## src/rtl/fig1_1_pipe.sv

```systemverilog
// fig1_1_pipe: computes X = NOR((B ^ C) & A, ~A) on WIDTH lanes through a two-stage
// valid/ready pipeline. A built-in sweep mode pushes all eight broadcast ABC
// patterns through the same stages and totals the ones in the results.
module fig1_1_pipe #(
  parameter int unsigned WIDTH = 4,
  parameter int unsigned CNT_W = $clog2(8 * WIDTH + 1)
) (
  input  logic             clk,
  input  logic             rst,
  input  logic [WIDTH-1:0] A,
  input  logic [WIDTH-1:0] B,
  input  logic [WIDTH-1:0] C,
  input  logic             in_valid,
  output logic             in_ready,
  output logic [WIDTH-1:0] X,
  output logic             out_valid,
  input  logic             out_ready,
  input  logic             start,
  output logic             busy,
  output logic             done,
  output logic [CNT_W-1:0] ones_count
);

  typedef enum logic [1:0] {StIdle, StSweep, StDrain, StDone} state_e;

  state_e           state, state_next;
  logic             s1_v, s2_v;
  logic [WIDTH-1:0] w1, w2, a1;
  logic [2:0]       pat;
  logic             s1_adv, s2_adv, start_go, load_s1;
  logic [WIDTH-1:0] a_in, b_in, c_in;
  logic [CNT_W-1:0] x_ones;

  // Handshake, stage advance and stage-1 operand selection.
  always_comb begin
    // Sweep results are consumed internally, so stage 2 never stalls outside IDLE.
    s2_adv    = !s2_v || out_ready || (state != StIdle);
    s1_adv    = !s1_v || s2_adv;
    start_go  = (state == StIdle) && start && !s1_v && !s2_v;
    // An honoured start owns the pipeline; no stream operand may slip in beside it.
    in_ready  = (state == StIdle) && s1_adv && !start_go;
    out_valid = s2_v && (state == StIdle);
    busy      = (state != StIdle);
    done      = (state == StDone);
    if (state == StSweep) begin
      a_in = {WIDTH{pat[2]}};
      b_in = {WIDTH{pat[1]}};
      c_in = {WIDTH{pat[0]}};
    end else begin
      a_in = A;
      b_in = B;
      c_in = C;
    end
    load_s1 = (state == StSweep) || (in_valid && in_ready);
  end

  // Population count of the stage-2 result.
  always_comb begin
    x_ones = '0;
    for (int i = 0; i < WIDTH; i++) begin
      x_ones = x_ones + CNT_W'(X[i]);
    end
  end

  // Sweep controller next-state.
  always_comb begin
    state_next = state;
    unique case (state)
      StIdle:  if (start_go) state_next = StSweep;
      StSweep: if (pat == 3'd7) state_next = StDrain;
      // Once stage 1 is empty, this edge retires the last stage-2 result.
      StDrain: if (!s1_v) state_next = StDone;
      StDone:  state_next = StIdle;
      default: state_next = StIdle;
    endcase
  end

  // Controller state, pattern counter and ones accumulator.
  always_ff @(posedge clk) begin
    if (rst) begin
      state      <= StIdle;
      pat        <= 3'd0;
      ones_count <= '0;
    end else begin
      state <= state_next;
      if (start_go) begin
        pat        <= 3'd0;
        ones_count <= '0;
      end else begin
        if (state == StSweep) pat <= pat + 3'd1;
        if (busy && s2_v) ones_count <= ones_count + x_ones;
      end
    end
  end

  // Stage 1: partial terms w1 = B^C, w2 = ~A and a copy of A.
  always_ff @(posedge clk) begin
    if (rst) begin
      s1_v <= 1'b0;
      w1   <= '0;
      w2   <= '0;
      a1   <= '0;
    end else if (s1_adv) begin
      s1_v <= load_s1;
      if (load_s1) begin
        w1 <= b_in ^ c_in;
        w2 <= ~a_in;
        a1 <= a_in;
      end
    end
  end

  // Stage 2: final NOR into X.
  always_ff @(posedge clk) begin
    if (rst) begin
      s2_v <= 1'b0;
      X    <= '0;
    end else if (s2_adv) begin
      s2_v <= s1_v;
      if (s1_v) X <= ~((w1 & a1) | w2);
    end
  end

endmodule

```

## config.mk

```make
export PLATFORM = sky130hd
export DESIGN_NAME = fig1_1_pipe
export DESIGN_NICKNAME = d
export VERILOG_FILES = /design/src/rtl/fig1_1_pipe.sv
export SDC_FILE = /design/constraint.sdc
export NUM_CORES = 1
export LEC_CHECK = 0
export CAP_MARGIN = 15
export CORE_MARGIN = 1
export CORE_UTILIZATION = 48
export DETAILED_ROUTE_END_ITERATION = 12
export PLACE_DENSITY = 0.76
export REMOVE_ABC_BUFFERS = 1
export SLEW_MARGIN = 20
export SYNTH_ARGS = -nofsm -noshare
export SYNTH_HDL_FRONTEND = slang
export SYNTH_SLANG_ARGS = --single-unit
```

## constraint.sdc

```tcl
create_clock -name clk -period 5.2 [get_ports clk]
set_input_delay 0.52 -clock clk [delete_from_list [all_inputs] [get_ports clk]]
set_output_delay 0.52 -clock clk [all_outputs]
set_load 0.02 [all_outputs]
```

# Word-level counts from Yosys, hierarchy flattened
# Cells that the tools add are included.
dict set report classes {
  add_sub_neg 5
  mul 0
  div_mod_pow 0
  order_cmp 0
  eq_ne 7
  shifts 0
  n_mux 7
  bitwise 5
  n_reduce_logical 21
}
# op n
set ops {}
lappend ops {{2-to-1 mux 4 bit} 3}
lappend ops {{logical AND 1 bit} 8}
lappend ops {{inverter 4 bit} 2}
lappend ops {{one-hot mux 2 bit (4 select lines)} 1}
lappend ops {{adder 6 x 4 -> 6 bit} 1}
lappend ops {{2-to-1 mux 2 bit} 3}
lappend ops {{adder 3 x 1 -> 4 bit} 1}
lappend ops {{bitwise AND 4 bit} 1}
lappend ops {{== test 2 bit, second input constant} 2}
lappend ops {{logical OR 1 bit} 4}
lappend ops {{!= test 2 bit, second input constant} 2}
lappend ops {{bitwise OR 4 bit} 1}
lappend ops {{AND reduction 2 bit} 2}
lappend ops {{XOR 4 bit} 1}
lappend ops {{adder 2 x 1 -> 3 bit} 1}
lappend ops {{adder 3 x 1 -> 3 bit, second input constant} 1}
lappend ops {{== test 3 bit, second input constant} 1}
lappend ops {{zero test 1 bit} 3}
lappend ops {{AND reduction 3 bit} 1}
lappend ops {{adder 1 x 1 -> 2 bit} 1}
lappend ops {{== test 2 x 1 -> 1 bit, second input constant} 1}
lappend ops {{zero test 2 bit} 1}
lappend ops {{!= test 2 x 1 -> 1 bit, second input constant} 1}
lappend ops {{nonzero test 2 bit} 1}
lappend ops {{OR reduction 2 bit} 1}
dict set report word_totals {
  regBits 29
  latch_bits 0
  ramBits 0
  rom_bits 0
  in_bits 17
  out_inout_bits 14
  elab_cells 54
  memories 0
}

# Depth between registers and ports, before layout
# Gate-level depths: netlist of the first run.
dict set report depth {
  word_depth 9
  mapped_depth 8
  depth_no_buf 8
}

# Least setup slack after synthesis of the first run
# OpenSTA, ideal clock, no wires.
dict set report synth_timing {
  path_kind {flip-flop to flip-flop}
  from {register X[0]}
  to {register ones_count[5]}
  arrival_time_ps 2043
  slack_ps 3085
  stages_incl_launch_ff 8
  n_path_buf 0
  synth_period_minus_slack_ps 2115
  path_cell_list {dfxtp_1 -> fa_1 -> inv_1 -> fa_1 -> nor2b_1 -> o211ai_1 -> or3_1 -> a21oi_1}
}
dict set report synth_between {
  elab_chain_cells 4
}
# element line
set synth_rtl {}
lappend synth_rtl {{start: declaration} 15} ;# output logic [WIDTH-1:0] X,
lappend synth_rtl {{start signal: assignment} 120} ;# if (s1_v) X <= ~((w1 & a1) | w2);
lappend synth_rtl {{adder 1 x 1 -> 2 bit} 61} ;# x_ones = x_ones + CNT_W'(X[i]);
lappend synth_rtl {{adder 2 x 1 -> 3 bit} 61}
lappend synth_rtl {{adder 3 x 1 -> 4 bit} 61}
lappend synth_rtl {{adder 6 x 4 -> 6 bit} 91} ;# if (busy && s2_v) ones_count <= ones_count + x_ones;
lappend synth_rtl {{end signal: assignment} 91}
lappend synth_rtl {{end: declaration} 21} ;# output logic [CNT_W-1:0] ones_count
# Every way passes these cells.
# A chain may end at the register's enable or synchronous reset.

# Worst setup path after layout of the first run
dict set report layout_timing {
  from {input port start}
  to {output port in_ready}
}
dict set report layout_between {
  elab_chain_cells 5
}
# element line
set layout_rtl {}
lappend layout_rtl {{start: declaration} 18} ;# input logic start,
lappend layout_rtl {{logical AND 1 bit (3 in series)} 39} ;# start_go = (state == StIdle) && start && !s1_v && !s2_v;
lappend layout_rtl {{zero test 1 bit} 41} ;# in_ready = (state == StIdle) && s1_adv && !start_go;
lappend layout_rtl {{logical AND 1 bit} 41}
lappend layout_rtl {{end: declaration} 14} ;# output logic in_ready,
# Every way passes these cells.

==> reports/metrics.yaml, run 1 <==
setup_ws_ns: 2.561
antenna_cells: 0
relSlewSlack_pct: 47.49
drive_above_1_share_pct: 4.420
ir_worst_vdd_v: 0.0003156
hold_end: "X[2]$_SDFFE_PP0P_"
place_hpwl_um: 2094
fin_nets: 209
seq_area_frac_synth_pct: 41.21
ys_seq_elements: 29
hold_depth: 2
row_count: 19
synthCells: 149
post_dp_cell_area_um2: 1732
clk_latency_ns: 0.31
r2r-end: "w1[2]$_SDFFE_PP0P_"
drtIter0Drc: 34
grt_pass1_vias: 1086
tns_ns: 0
rrSetupSlack_ns: 2.78
drt_wl_total_um: 2736
end_kind: "output pin"
drt-pass1-iter-count: 4
crit_path_start_kind: "primary input"
syn2layout_area_growth_pct: 27.26
clkSlewWorstSetupHoldPaths_ns: 0.08
grt_pass1_wl_um: 4554
rr_worst_depth: 6
period_needed_ns: 2.639
power_density_nw_per_um2: 508.2
grt.total_usage_pct: 18.90
fmax_mhz: 378.9
hold_path.class: "flip-flop to flip-flop"
synth_cell_types: 30
finalHoldViolations: 0
synth_area_um2: 1409
hold_buffers: 0
cts_max_path_buffers: 2
final_cell_mix: "clkdlybuf4s50_1, dfxtp_1, nor2_1"
cts_sinks: 29
final_max_slew_viol_count: 0
dr_wl_met2_um: 1397
avgSynthCellArea_um2: 9.455
portBuffers: 30
die_h_um: 56.18
antenna_found_initial: 0
cts_made_buffers: 5
vias: 1128
setup_viol_count_final: 0
dp_slack_ns: 2.561
top_layer: "met4"
n_fill_cell: 234
p_leak_nw: 0.7090
fin_crit_sh_pct: 50.75
finish.utilization_pct: 65.02
post_drt_wl_per_cell_um: 12.91
viasPerCell: 5.321
rsz0062_at_grt: "false"
tritoncts: "done"
htree_levels: 2
gp_congestion: 0.7812
post_cts_buffers: 0
critPathKind: "primary input to output pin"
worst_pin_slew_ns: 0.7868
stdcell_area_um2: 1793
drc: 0
io_pins: 31
cap_violations: 0
final_common_cell: "clkdlybuf4s50_1"
wl_met3_um: 139
instances_no_fill: 212
met1_length_um: 1183
antenna_left: 0
die_width_um: 56.18
initial_core_util_pct: 51.09
cts_resized: 0
skew_ns: 0.002926
r2r_start: "state[1]$_SDFFE_PP0P_"
place_inst: 205
grt_max_degree: 22
cts-root-buf: "clkbuf_4"
status: "finished, final reports clean"
critPathMaxFanout: 4
critPathRequiredTime_ns: 4.68
die_area_um2: 3156
coreArea_um2: 2758
overflow: 0
ys_warn_count: 0
cp.arrival_ns: 2.12
min_from: "X[2]$_SDFFE_PP0P_"
-- worst max-delay path by stage --
| stage | startpoint | cells past startpoint | end |
|---|---|---|---|
| final | start | 4 | in_ready |
| after global routing | start | 4 | in_ready |
| after CTS | state[1]$_SDFFE_PP0P_ | 6 | w1[2]$_SDFFE_PP0P_ |
| after detailed placement | state[1]$_SDFFE_PP0P_ | 6 | w1[2]$_SDFFE_PP0P_ |
| after global placement | start | 4 | in_ready |
| after floorplan | state[1]$_SDFFE_PP0P_ | 6 | w1[0]$_SDFFE_PP0P_ |
-- per-layer routing --
metal  global-route usage, %  vias to the layer above
li1                        -                      574
met1                   19.68                      524
met2                   34.35                       28
met3                   7.209                        2
met4                   6.620                        0
met5                       0                        -
-- through the flow --
step | hold WS (ns) | total power, mW
final | 0.4805 | 0.9112
after global routing | 0.4984 | 0.9820
after CTS | 0.4830 | 0.9138
after detailed placement | 0.4710 | 0.7787
after global placement | 0.4698 | 0.7516
after floorplan | 0.4616 | 0.6449
-- Yosys cell counts --
library cell  instances  area, µm²
and3_1                1      6.260
xnor2_1               6      52.55
o211ai_1              1      7.510
nand2b_1              1      6.260
fa_1                  3      60.06
buf_1                 1      3.750
a222oi_1              1      10.01
a31oi_1               1      6.260
nor2b_1               2      12.51
clkbuf_1              2      7.510
nor3b_1               1      7.510
o21bai_1              1      7.510
xor2_1                3      26.28
dfxtp_1              29      580.6
mux2i_1              16      160.2
inv_1                 9      33.78
nor4b_1               1      8.760
or3b_4                1      11.26
a21oi_1               7      35.03
nand4b_1              1      8.760
a211o_1               4      35.03
a211oi_1              6      45.04
buf_2                 2      10.01
o21ai_0               5      25.02
ha_1                  8      100.1
o21ai_1               1      5.000
or3_1                 1      6.260
nand2_1               7      26.28
nor2_1               26      97.59
nand4_1               1      6.260
-- layout make-up --
class | count | area (µm²) | area share (%)
Multi-Input combinational cell | 106 | 784.5 | 43.75
Sequential cell | 29 | 580.6 | 32.38
Timing Repair Buffer | 30 | 300.3 | 16.75
Clock buffer | 7 | 55.05 | 3.070
Tap cell | 31 | 38.79 | 2.163
Inverter | 9 | 33.78 | 1.884
-- flip-flops by register name, indices dropped and copies added, names as in the netlist, 2 cells and up --
signal,cells
a1,4
ones_count,6
X,4
w2,4
w1,4
pat,3
state,2
-- where the power goes --
part	switching (mW)	internal, mW	total (mW)
Sequential	0.0507	0.290	0.340
Combinational	0.234	0.202	0.436
Clock	0.0708	0.0637	0.135
-- logic make-up (layout without fill, tap and decap cells) --
family	Yosys count	after routing	synth area share (%)
AND/OR/NAND/NOR	43	43	14.03
flip-flops	29	29	41.21
AO/OA/AOI/OAI	27	27	12.52
multiplexers	16	16	11.37
buffers and inverters	14	46	3.907
adder cells (fa/ha/maj)	11	11	11.37
XOR/XNOR	9	9	5.595
-- worst max-delay path, stage by stage --
cell and delay [ns]:
clkdlybuf4s50_1 0.48, or3b_4 0.40, and3_1 0.19, clkdlybuf4s50_1 0.53
No activity file was read; power rests on OpenSTA's default activity.
==> run 2: changes to the inputs <==
--- a/config.mk
+++ b/config.mk
@@ -7,9 +7,9 @@
 export LEC_CHECK = 0
 export CAP_MARGIN = 15
 export CORE_MARGIN = 1
-export CORE_UTILIZATION = 48
+export CORE_UTILIZATION = 44
 export DETAILED_ROUTE_END_ITERATION = 12
-export PLACE_DENSITY = 0.76
+export PLACE_DENSITY = 0.74
 export REMOVE_ABC_BUFFERS = 1
 export SLEW_MARGIN = 20
 export SYNTH_ARGS = -nofsm -noshare
==> constraint.sdc (replaced) <==
create_clock -name clk -period 2.14 [get_ports clk]
set_input_delay 0.214 -clock clk [delete_from_list [all_inputs] [get_ports clk]]
set_output_delay 0.214 -clock clk [all_outputs]
set_load 0.02 [all_outputs]
==> run 2 against run 1 <==
Against the previous run:
- first-iteration DRC count is 53% lower
- hold slack better by 0.0017 ns
- die area is 8.8% higher
- critical endpoint is now ones_count[5]$_SDFFE_PP0P_
- largest cell class unchanged
- flip-flop and latch count stayed put
==> reports/metrics.yaml, run 2 (synthesis results as in run 1) <==
place_hpwl_um: 2206
status: "finished, final reports clean"
n_fill_cell: 273
rsz0062_at_grt: "false"
grt_max_degree: 21
cap_violations: 0
drtIter0Drc: 16
p_leak_nw: 0.7594
tns_ns: 0
period_needed_ns: 2.030
grt_pass1_wl_um: 4712
fin_nets: 216
fmax_mhz: 492.7
drive_above_1_share_pct: 9.574
power_density_nw_per_um2: 1209
stdcell_area_um2: 1863
relSlewSlack_pct: 66.18
clk_latency_ns: 0.33
initial_core_util_pct: 46.15
cts_sinks: 29
viasPerCell: 5.060
hold_path.class: "flip-flop to flip-flop"
io_pins: 31
tritoncts: "done"
hold_depth: 2
drt-pass1-iter-count: 4
final_max_slew_viol_count: 0
antenna_left: 0
drt_wl_total_um: 2788
critPathRequiredTime_ns: 2.41
post_dp_cell_area_um2: 1793
fin_crit_sh_pct: 94.84
antenna_found_initial: 0
ir_worst_vdd_v: 0.0005640
setup_viol_count_final: 0
setup_ws_ns: 0.1104
critPathKind: "flip-flop to flip-flop"
grt.total_usage_pct: 18.87
largest_reg_flops: 6
crit_path_start_kind: "flip-flop"
worst_pin_slew_ns: 0.5073
grt_pass1_vias: 1122
skew_ns: 0.005420
finalHoldViolations: 0
row_count: 20
instances_no_fill: 232
die_area_um2: 3432
place_inst: 224
die_width_um: 58.59
finish.utilization_pct: 61.02
syn2layout_area_growth_pct: 32.24
regMostFlops: "ones_count"
antenna_cells: 0
clkSlewWorstSetupHoldPaths_ns: 0.08
end_kind: "flip-flop"
hold_buffers: 0
dp_slack_ns: 0.01532
overflow: 0
post_drt_wl_per_cell_um: 12.02
cts_max_path_buffers: 2
final_cell_mix: "dfxtp_1, clkdlybuf4s50_1, nor2_1"
cts_made_buffers: 5
die_h_um: 58.59
cp.arrival_ns: 2.30
portBuffers: 30
critPathMaxFanout: 3
htree_levels: 2
cts-root-buf: "clkbuf_4"
drc: 0
gp_congestion: 0.7497
vias: 1174
rr_worst_depth: 7
coreArea_um2: 3053
-- run 2: cell type report --
class,instances,area [µm²],area share (%)
well taps,44,55.05,2.955
clock buffers,7,55.05,2.955
inverters,9,33.78,1.813
repair buffers,37,354.1,19.01
flip-flops and latches,29,581.8,31.23
multi-input cells,106,783.3,42.04
-- run 2: worst max-delay path: stages (launching register included) --
cell	delay (ns)
dfxtp_2	0.34
fa_1	0.52
inv_1	0.05
fa_2	0.33
nor2b_1	0.12
o211ai_1	0.10
or3_1	0.36
a21oi_1	0.14
-- run 2: final timing paths --
check,startpoint,end,slack (ns)
hold / removal,X[0]$_SDFFE_PP0P_,X[0]$_SDFFE_PP0P_,0.48
setup / recovery,X[0]$_SDFFE_PP0P_,ones_count[5]$_SDFFE_PP0P_,0.11
setup reg to reg,X[0]$_SDFFE_PP0P_,ones_count[5]$_SDFFE_PP0P_,0.11
hold reg to reg,X[0]$_SDFFE_PP0P_,X[0]$_SDFFE_PP0P_,0.48
-- run 2: metal layers --
layer	vias up	share of wire (%)	track usage (%)
li1	590	-	-
met1	540	41	18.90
met2	37	50	32.68
met3	7	6.2	8.132
met4	0	3.3	10.88
met5	-	0	0
-- run 2: what timing repair did --
action	in CTS	in global routing
buffers inserted	1	0
gates resized for setup	1	4
endpoints found under the setup margin	2	6
pin swaps	1	1
-- run 2: per-stage QoR --
stage / total power [mW] / hold slack [ns]
after floorplan: 1.567 / 0.2831
after global placement: 1.873 / 0.4665
after detailed placement: 1.937 / 0.4811
after CTS: 2.260 / 0.4911
after global routing: 2.428 / 0.5062
final: 2.253 / 0.4821
-- run 2: report_power, final --
part,total (mW),leakage (nW),switching [mW],internal (mW)
Combinational,1.09,0.490,0.578,0.513
Sequential,0.828,0.238,0.123,0.706
Clock,0.333,0.0314,0.178,0.155
==> run 3: changes to the inputs <==
--- a/config.mk
+++ b/config.mk
@@ -15,3 +15,4 @@
 export SYNTH_ARGS = -nofsm -noshare
 export SYNTH_HDL_FRONTEND = slang
 export SYNTH_SLANG_ARGS = --single-unit
+export TNS_END_PERCENT = 1
==> run 3 against run 2 <==
Against the previous run:
- clock skew did not move
- critical path depth stayed put
- setup slack got worse by 0.046 ns
- via count rose by 0.17%
- highest routed layer unchanged
==> reports/metrics.yaml, run 3 (synthesis results as in run 1) <==
die_h_um: 58.59
hold_buffers: 0
power_density_nw_per_um2: 1210
clkSlewWorstSetupHoldPaths_ns: 0.08
vias: 1176
end_kind: "flip-flop"
post_dp_cell_area_um2: 1793
critPathTopFamily: "adder cells"
initial_core_util_pct: 46.15
p_clk_share_pct: 14.8
finish.utilization_pct: 61.02
fin_crit_sh_pct: 96.97
crit_path_start_kind: "flip-flop"
drive_above_1_share_pct: 9.574
cts_sinks: 29
hold_path.class: "flip-flop to flip-flop"
switching_share_pct: 39.05
fin_total_pwr_mw: 2.253
instances_no_fill: 232
final_cell_mix: "dfxtp_1, clkdlybuf4s50_1, nor2_1"
drtIter0Drc: 20
htree_levels: 2
cap_violations: 0
drt_wl_total_um: 2803
grt_pass1_wl_um: 4719
drc: 0
max_stage_delay_ns: 0.52
cts_made_buffers: 5
setup_viol_count_final: 0
antenna_found_initial: 0
critPathMaxFanout: 3
antenna_cells: 0
drt-pass1-iter-count: 4
antenna_left: 0
portBuffers: 30
place_hpwl_um: 2206
post_drt_wl_per_cell_um: 12.08
status: "finished, final reports clean"
cts_max_path_buffers: 2
io_pins: 31
path_buf_inv: 1
viasPerCell: 5.069
p_comb_share_pct: 48.5
largest_reg_flops: 6
grt_pass1_vias: 1113
finalHoldViolations: 0
fmax_mhz: 481.9
critPathRequiredTime_ns: 2.41
regMostFlops: "ones_count"
grt_max_degree: 21
tritoncts: "done"
fin_nets: 216
cpMaxStageDelayCell: "fa_1"
row_count: 20
internal_power_mw: 1.373
stdcell_area_um2: 1863
p_seq_share_pct: 36.8
period_needed_ns: 2.075
cts-root-buf: "clkbuf_4"
die_area_um2: 3432
critical_path.cell_chain: "fa_1 > inv_1 > fa_2 > nor2b_1 > o211ai_1 > or3_1 > a21oi_1"
place_inst: 224
holdWs_ns: 0.4821
die_width_um: 58.59
clk_latency_ns: 0.33
syn2layout_area_growth_pct: 32.24
ir_worst_vdd_v: 0.0005640
critPathKind: "flip-flop to flip-flop"
switching_power_mw: 0.8800
worst_pin_slew_ns: 0.5073
overflow: 0
relSlewSlack_pct: 66.18
grt.total_usage_pct: 18.87
n_fill_cell: 273
p_leak_nw: 0.7594
coreArea_um2: 3053
gp_congestion: 0.7497
final_max_slew_viol_count: 0
skew_ns: 0.005420
cp.arrival_ns: 2.34
-- run 3: layout make-up --
class                           instances  area [µm²]  area share, %
Timing Repair Buffer                   37       354.1          19.01
Sequential cell                        29       581.8          31.23
Tap cell                               44       55.05          2.955
Inverter                                9       33.78          1.813
Clock buffer                            7       55.05          2.955
Multi-Input combinational cell        106       783.3          42.04
-- run 3: worst paths after layout --
check                           depth (start not counted)  slack, ns                    endpoint               from
worst max-delay path                                    7       0.06  ones_count[5]$_SDFFE_PP0P_  X[0]$_SDFFE_PP0P_
worst min-delay path                                    2       0.48           X[0]$_SDFFE_PP0P_  X[0]$_SDFFE_PP0P_
worst max register to register                          7       0.06  ones_count[5]$_SDFFE_PP0P_  X[0]$_SDFFE_PP0P_
worst min register to register                          2       0.48           X[0]$_SDFFE_PP0P_  X[0]$_SDFFE_PP0P_
-- run 3: worst register-to-register path, stage by stage, from the launching register on --
cell and delay [ns]:
dfxtp_2 0.34, fa_1 0.52, inv_1 0.05, fa_2 0.33, nor2b_1 0.13, o211ai_1 0.16, or3_1 0.34, a21oi_1 0.14
-- run 3: stage by stage --
step / setup TNS [ns] / setup WS (ns)
floorplan: -7.434 / -0.6418
global placement: 0 / 0.08012
detailed placement: 0 / 0.01532
CTS: -0.0003817 / -0.0003817
global route: -0.01940 / -0.01940
finish: 0 / 0.06475
-- run 3: timing repair --
item                                    4_1_cts  5_1_grt
pin swaps                                     0        2
cloned                                        0        0
resized for setup                             1        4
endpoints found under the setup margin        2        5
setup buffers                                 0        1
-- run 3: routing by layer --
metal,global-route usage [%],part of all wire (%),up-vias
met5,0,0,-
met4,10.88,3.2,0
met2,32.51,50,37
met3,8.132,6.2,7
li1,-,-,590
met1,19.03,41,542
-- run 3: power groups by stage --
stage | Sequential, mW | Clock [mW] | Combinational, mW
after floorplan | 0.842 | 0 | 0.725
after global placement | 0.824 | 0 | 1.05
after detailed placement | 0.840 | 0 | 1.10
after CTS | 0.826 | 0.344 | 1.09
after global routing | 0.849 | 0.376 | 1.20
final | 0.829 | 0.333 | 1.09
